--- src/rtl/pulse_iface_rx.sv ---
// Pulse parameter capture FIFO; PULSE_IFACE_RX_DROP_CNT_EN adds a saturating drop counter.
// Latency: a strobe on an empty FIFO is visible on the outputs right after the capturing edge.
// Backpressure: head is held while out_ready is low; a strobe into a full FIFO with no pop is dropped.
module pulse_iface_rx #(
    parameter int DEPTH          = 4,
    parameter int ENV_WORD_WIDTH = 24,
    parameter int FREQ_WIDTH     = 9,
    parameter int PHASE_WIDTH    = 17,
    parameter int AMP_WIDTH      = 16,
    parameter int CFG_WIDTH      = 4
) (
    input  logic                      clk,
    input  logic                      rst_n,
    input  logic [ENV_WORD_WIDTH-1:0] env_word,
    input  logic [PHASE_WIDTH-1:0]    phase,
    input  logic [FREQ_WIDTH-1:0]     freq,
    input  logic [AMP_WIDTH-1:0]      amp,
    input  logic [CFG_WIDTH-1:0]      cfg,
    input  logic                      cstrobe,
    output logic [ENV_WORD_WIDTH-1:0] out_env_word,
    output logic [PHASE_WIDTH-1:0]    out_phase,
    output logic [FREQ_WIDTH-1:0]     out_freq,
    output logic [AMP_WIDTH-1:0]      out_amp,
    output logic [CFG_WIDTH-1:0]      out_cfg,
    output logic                      out_valid,
    input  logic                      out_ready,
    output logic [$clog2(DEPTH):0]    level,
    output logic                      overflow,
`ifdef PULSE_IFACE_RX_DROP_CNT_EN
    input  logic                      clr_overflow,
    output logic [15:0]               drop_cnt
`else
    input  logic                      clr_overflow
`endif
);

    localparam int AW = $clog2(DEPTH);
    localparam int PW = AW + 1;
    localparam int W  = ENV_WORD_WIDTH + PHASE_WIDTH + FREQ_WIDTH + AMP_WIDTH + CFG_WIDTH;

    if (DEPTH < 2 || DEPTH > 16 || (DEPTH & (DEPTH - 1)) != 0) begin : g_bad_depth
        $error("pulse_iface_rx: DEPTH must be a power of two in 2..16");
    end

    logic [W-1:0]  mem [DEPTH];
    logic [W-1:0]  wr_dat;
    logic [W-1:0]  head_dat;
    logic [PW-1:0] wp;
    logic [PW-1:0] rp;
    logic          full;
    logic          empty;
    logic          push;
    logic          pop;
    logic          drop;

    assign wr_dat = {env_word, phase, freq, amp, cfg};

    assign empty = (wp == rp);
    assign full  = (wp[AW] != rp[AW]) && (wp[AW-1:0] == rp[AW-1:0]);

    // A pop frees the slot in the same cycle, so a full FIFO still accepts a strobe then.
    assign pop  = out_valid & out_ready;
    assign push = cstrobe & (~full | pop);
    assign drop = cstrobe & full & ~pop;

    always_ff @(posedge clk or negedge rst_n) begin
        if (!rst_n) begin
            wp <= '0;
            rp <= '0;
        end else begin
            if (push) wp <= wp + PW'(1);
            if (pop)  rp <= rp + PW'(1);
        end
    end

    always_ff @(posedge clk) begin
        if (push) mem[wp[AW-1:0]] <= wr_dat;
    end

    always_ff @(posedge clk or negedge rst_n) begin
        if (!rst_n) begin
            overflow <= 1'b0;
        end else if (drop) begin
            overflow <= 1'b1;
        end else if (clr_overflow) begin
            overflow <= 1'b0;
        end
    end

`ifdef PULSE_IFACE_RX_DROP_CNT_EN
    // A drop coinciding with a clear restarts the count at one rather than losing the event.
    always_ff @(posedge clk or negedge rst_n) begin
        if (!rst_n) begin
            drop_cnt <= '0;
        end else if (drop) begin
            if (clr_overflow)             drop_cnt <= 16'd1;
            else if (drop_cnt != 16'hFFFF) drop_cnt <= drop_cnt + 16'd1;
        end else if (clr_overflow) begin
            drop_cnt <= '0;
        end
    end
`endif

    // Storage is not reset, so the head is masked while empty.
    assign head_dat  = empty ? '0 : mem[rp[AW-1:0]];
    assign {out_env_word, out_phase, out_freq, out_amp, out_cfg} = head_dat;

    assign out_valid = ~empty;
    assign level     = wp - rp;

endmodule

--- config.mk ---
export PLATFORM = sky130hd
export DESIGN_NAME = pulse_iface_rx
export DESIGN_NICKNAME = d
export VERILOG_FILES = /design/src/rtl/pulse_iface_rx.sv
export SDC_FILE = /design/constraint.sdc
export NUM_CORES = 1
export LEC_CHECK = 0
export ABC_AREA = 0
export ABC_CLOCK_PERIOD_IN_PS = 5000
export BUFFER_PORTS_ARGS = -buffer_cell sky130_fd_sc_hd__buf_2
export CAP_MARGIN = 20
export CORE_AREA = 4 4 168 129
export DETAILED_ROUTE_END_ITERATION = 10
export DIE_AREA = 0 0 172 133
export GPL_ROUTABILITY_DRIVEN = 0
export GPL_TIMING_DRIVEN = 0
export PLACE_DENSITY = 0.8
export REMOVE_ABC_BUFFERS = 1
export SKIP_LAST_GASP = 1
export SLEW_MARGIN = 30
export SYNTH_ARGS = -nofsm -noshare
export SYNTH_HDL_FRONTEND = slang
export SYNTH_SLANG_ARGS = --single-unit
--- constraint.sdc ---
create_clock -name clk -period 5 [get_ports clk]
set_input_delay 0.25 -clock clk [delete_from_list [all_inputs] [get_ports clk]]
set_output_delay 0.25 -clock clk [all_outputs]
set_load 0.01 [all_outputs]
Word-level counts from Yosys, hierarchy flattened
Memories as Yosys holds them, arrays and structs flattened.
Cells that the tools add are included.
W data, S select, Z words.
{"block": "totals", "out_inout_bits": 75, "ram_bits": 280, "register_bits": 7, "mem_count": 1, "word_cells": 25, "in_bits": 75}
{"name": "mem", "words": 4, "word_bits": 70, "read_ports": 1, "rd_ports_with_merged_regs": 0, "write_ports": 1, "line_no": "45", "text": "logic [W-1:0] mem [DEPTH];"}
{"block": "op_classes", "n_addsub": 3, "muxes": 5, "bitwise_logic": 8, "eq_ne": 3, "reduce_logical": 2}
{"op": "$mux W70", "n": 1}
{"op": "$add A3 B1 Y3 const B", "n": 2}
{"op": "$and A1 B1 Y1", "n": 4}
{"op": "$mux W1", "n": 4}
{"op": "$eq A3 B3 Y1", "n": 1}
{"op": "$not A1 Y1", "n": 3}
{"op": "$sub A3 B3 Y3", "n": 1}
{"op": "$eq A2 B2 Y1", "n": 1}
{"op": "$reduce_bool A2 Y1", "n": 1}
{"op": "$logic_and A1 B1 Y1", "n": 1}
{"op": "$ne A1 B1 Y1", "n": 1}
{"op": "$or A1 B1 Y1", "n": 1}

Depth between registers and ports, before layout
{"block": "logic_depth", "depth_word": 7, "depth_mapped": 8, "depth_no_buf": 5}

Worst setup path before layout
OpenSTA, ideal clock, no wires.
{"block": "synth_timing", "kind": "register -> register", "from": "register rp[1]", "to": "memory mem[1][0] (netlist bit), enable pin", "stages_incl_launch_ff": 8, "setup_time_ns": 0.436, "period_less_slack_ns": 3.574, "t_arrival_ns": 3.137, "n_path_buf": 2, "slack_ns": 1.426, "required_ns": 4.564, "cell_sequence": "dfrtp_1 > buf_4 > clkbuf_1 > inv_1 > ha_1 > nand3b_1 > or2_2 > and3_1"}
{"block": "synth_via", "elab_chain_len": 7, "word_cells_on_any_way": 10, "cone_classes": "2 x eq/ne; 2 x mux; 5 x bitwise; 1 x reduce/logical"}
{"item": "start, declared", "line_no": "49", "text": "logic [PW-1:0] rp;"}
{"item": "start signal, assigned", "line_no": "72", "text": "if (pop) rp <= rp + PW'(1);"}
{"item": "$eq A3 B3 Y1 or $eq A2 B2 Y1 (tied branches)", "line_no": "58, 59"}
{"item": "$not A1 Y1 or $logic_and A1 B1 Y1 (tied branches)", "line_no": "108, 59"}
{"item": "$and A1 B1 Y1 or $not A1 Y1 (tied branches)", "line_no": "62, 63"}
{"item": "$or A1 B1 Y1 *", "line_no": "63", "text": "assign push = cstrobe & (~full | pop);"}
{"item": "$and A1 B1 Y1 *", "line_no": "63"}
{"item": "$mux W1 *", "line_no": "77", "text": "if (push) mem[wp[AW-1:0]] <= wr_dat;"}
{"item": "$mux W1 (implied by the code) *", "line_no": "77"}
{"item": "end, declared", "line_no": "45"}
Every way passes the cells marked *; elsewhere a longest branch is shown, timed or not.

Worst setup path in the final report
{"block": "layout_timing", "from": "register rp[1]", "to": "output port out_env_word[6]"}
{"block": "layout_via", "elab_chain_len": 2, "word_cells_on_any_way": 3, "cone_classes": "1 x eq/ne; 1 x mux; 1 x memory"}
{"item": "$mem_v2 Z4 W70 or $eq A3 B3 Y1 (tied branches)"}
{"item": "$mux W70 *", "line_no": "105", "text": "assign head_dat = empty ? '0 : mem[rp[AW-1:0]];"}
{"item": "end, declared", "line_no": "20", "text": "output logic [ENV_WORD_WIDTH-1:0] out_env_word,"}
Marked as above.

==> reports/results.tsv <==
stage	metric	value	unit
outcome	status	completed	
critical_path	worst path required time	4750	ps
critical_path	Worst Setup Start Kind	flip-flop	
timing	final period utilization	64.6	%
cells_and_area	Layout area overhead	22.8	%
timing	Fin. Hold Viols	0	
critical_path	CP endpoint kind	output pin	
timing	final hold slack	32.3	ps
logic_synthesis	Top FF cell, synth	edfxtp_1	
pwr	Leak	4.88	nW
placement	Inst Count DP	885	
floorplan	DIE WIDTH	172	µm
pwr	maximum vdd drop	0.545	mV
logic_synthesis	Seq/Total Area, Yosys	76.3	%
floorplan	CORE AREA	20000	µm²
logic_synthesis	Post-synth EDFFs	280	
critical_path	Slowest cell on crit path	dfrtp_4	
critical_path	worst-path maximum fanout	42	
timing	worst-margin pin slew	627	ps
floorplan	num rows	45	
timing	Max Slew Vio Count	0	
placement	area of placed instances	12300	µm²
floorplan	Starting Density	56.1	%
route	drt drc	0	
logic_synthesis	Mean Syn Cell Area	22.8	µm²
cells_and_area	most common cell after layout, fill and taps aside	edfxtp_1	
global_route	GRT Resource Usage Total	18.9	%
worst_hold_path	worst min path class	in -> reg	
critical_path	Critical Path AT	2980	ps
floorplan	die area	22900	µm²
clock_network	CTS Buffer Depth	3	
logic_synthesis	yosys warns	0	
route	WL/cell	21.2	µm
clock_network	post-CTS sizing	0	
logic_synthesis	top cell type's share of synthesized area	74.8	%
clock_network	CTS Buf Count	27	
cells_and_area	final instance area	13800	µm²
timing	skew final	15.1	ps
run	Max-Cap Viols	0	
cells_and_area	final net count	811	
timing	# setup viols final	0	
logic_synthesis	cells taking the most area after synthesis	edfxtp_1 (75%), mux4_2 (12%), mux4_1 (2.8%)	
route	Iter 0 DRT Violations	367	
cells_and_area	fill count	1230	
logic_synthesis	Synth Register Bits	287	
timing	FMAX	310	MHz
logic_synthesis	Synth Instances	494	
route	first drt pass iteration count	4	
logic_synthesis	post-synth top area cell	edfxtp_1	
cells_and_area	most frequent cells in the layout	edfxtp_1 (280), buf_2 (149), dlygate4sd3_1 (72)	
cells_and_area	final core occ	68.9	%
cells_and_area	Antenna diodes	0	
placement	dpl hpwl	12.3	mm
route	post-route ant nets	0	
global_route	pin count of the biggest net entering global routing	43	
timing	Slew headroom	58.2	%
global_route	vias in the first global route	5871	
cells_and_area	share of layout cells above drive strength 1	37.7	%
floorplan	chip height	133	µm
critical_path	worst path cell trace	inv_1 -> ha_1 -> and3_4 -> buf_12 -> nor2b_1 -> buf_2	
clock_network	Post-CTS Setup Inserts	0	
logic_synthesis	Netlist Area Pre-Place	11200	µm²
route	vias	5552	
global_route	initial antenna violation count	0	
route	drt via density	5.52	
clock_network	CTS tree	built	
global_route	first-pass GRT wire length	33.2	mm
cells_and_area	Final Non-Filler Cells	1006	
critical_path	max incr delay on CP	810	ps
clock_network	Worst-path clk slew	70	ps
placement	IO Port Bufs	149	
logic_synthesis	Distinct cells, synth	27	
clock_network	CTS sink cnt	287	
floorplan	Ports	150	
timing	RSZ-0062 raised after global routing	false	
clock_network	clock root buffer	clkbuf_16	
global_route	total grt overflow	0	
timing	Tmin final	3230	ps
critical_path	critical path class	reg -> out	
clock_network	Worst-Skew Late Latency	520	ps
clock_network	Post-CTS Hold Buffers	72	
logic_synthesis	asr flop ratio synth	2.44	%
route	drt total wl	21.3	mm
pwr	Pwr Density	613	nW/µm²
clock_network	CTS H-tree lvls	1	
-- report_power, final --
| group | internal, mW | switching (mW) | total [mW] |
|---|---|---|---|
| clock network | 0.991 | 0.815 | 1.81 |
| logic | 1.53 | 1.69 | 3.23 |
| registers | 3.20 | 0.238 | 3.44 |
-- cells in the mapped netlist, types with 3 or more instances --
cell,instances
and3_1,5
buf_6,16
clkbuf_1,7
dfrtp_1,7
edfxtp_1,280
ha_1,7
inv_1,9
mux4_1,12
mux4_2,58
nand2_1,4
nor2b_1,46
nor2b_2,24
xnor2_1,3
-- state kept, by name, summed over array words and instances (netlist names) --
| signal | flops |
|---|---|
| mem | 280 |
| rp | 3 |
| wp | 3 |
| overflow | 1 |
-- final timing paths --
path                                             end  slack [ps]            startpoint  cells past startpoint
max in group asynchronous          rp[1]$_DFFE_PN0N_        4710                 rst_n                      2
min in group asynchronous          wp[2]$_DFFE_PN0P_         100                 rst_n                      2
worst min-delay path            overflow$_DFFE_PN0P_          30               cstrobe                      3
worst min register to register  overflow$_DFFE_PN0P_         540  overflow$_DFFE_PN0P_                      2
worst max-delay path                 out_env_word[6]        1770     rp[1]$_DFFE_PN0N_                      6
worst max register to register  mem[2][51]$_DFFE_PP_        2160     rp[1]$_DFFE_PN0N_                      6
-- cell type report --
class | count | area, µm² | share of cell area [%]
flip-flops and latches | 287 | 8590 | 62.2
multi-input cells | 174 | 2440 | 17.7
repair buffers | 229 | 1650 | 11.9
clock buffers | 34 | 702 | 5.08
well taps | 258 | 323 | 2.34
clock inverters | 15 | 70.1 | 0.508
inverters | 9 | 33.8 | 0.245
-- per-layer routing --
metal | GRT usage (%) | up-vias | wire [µm]
li1 | - | 2480 | -
met1 | 25.1 | 2861 | 8510
met2 | 32.5 | 178 | 11000
met3 | 4.33 | 33 | 1470
met4 | 3.62 | 0 | 341
met5 | 0 | - | 0
-- through the flow --
| step | power, mW | worst slack (ps) | TNS, ps |
|---|---|---|---|
| CTS | 8.55 | 1750 | 0 |
| floorplan | 5.46 | -653 | -192600 |
| finish | 8.47 | 1770 | 0 |
| global placement | 6.66 | -3020 | -1011040 |
| global route | 8.93 | 1630 | 0 |
| detailed placement | 6.68 | 2140 | 0 |
-- kinds of logic (layout without fill, tap and decap cells) --
group,count (synthesis),count (layout),synth area share (%)
mux,72,72,14.6
xor+xnor,4,4,0.378
buf+inv,33,287,2.20
flops,287,287,76.3
simple gates,85,85,5.15
compound gates,5,5,0.345
fa+ha+maj,8,8,0.957
-- worst max-delay path, delay by kind of cell (launching register included) --
| kind | cells | cell delay [ps] |
|---|---|---|
| adders and majority gates | 1 | 360 |
| buffers and inverters | 3 | 560 |
| DFF | 1 | 810 |
| and+or+nand+nor | 2 | 660 |
Note: power is estimated with default switching activity, not from simulation.
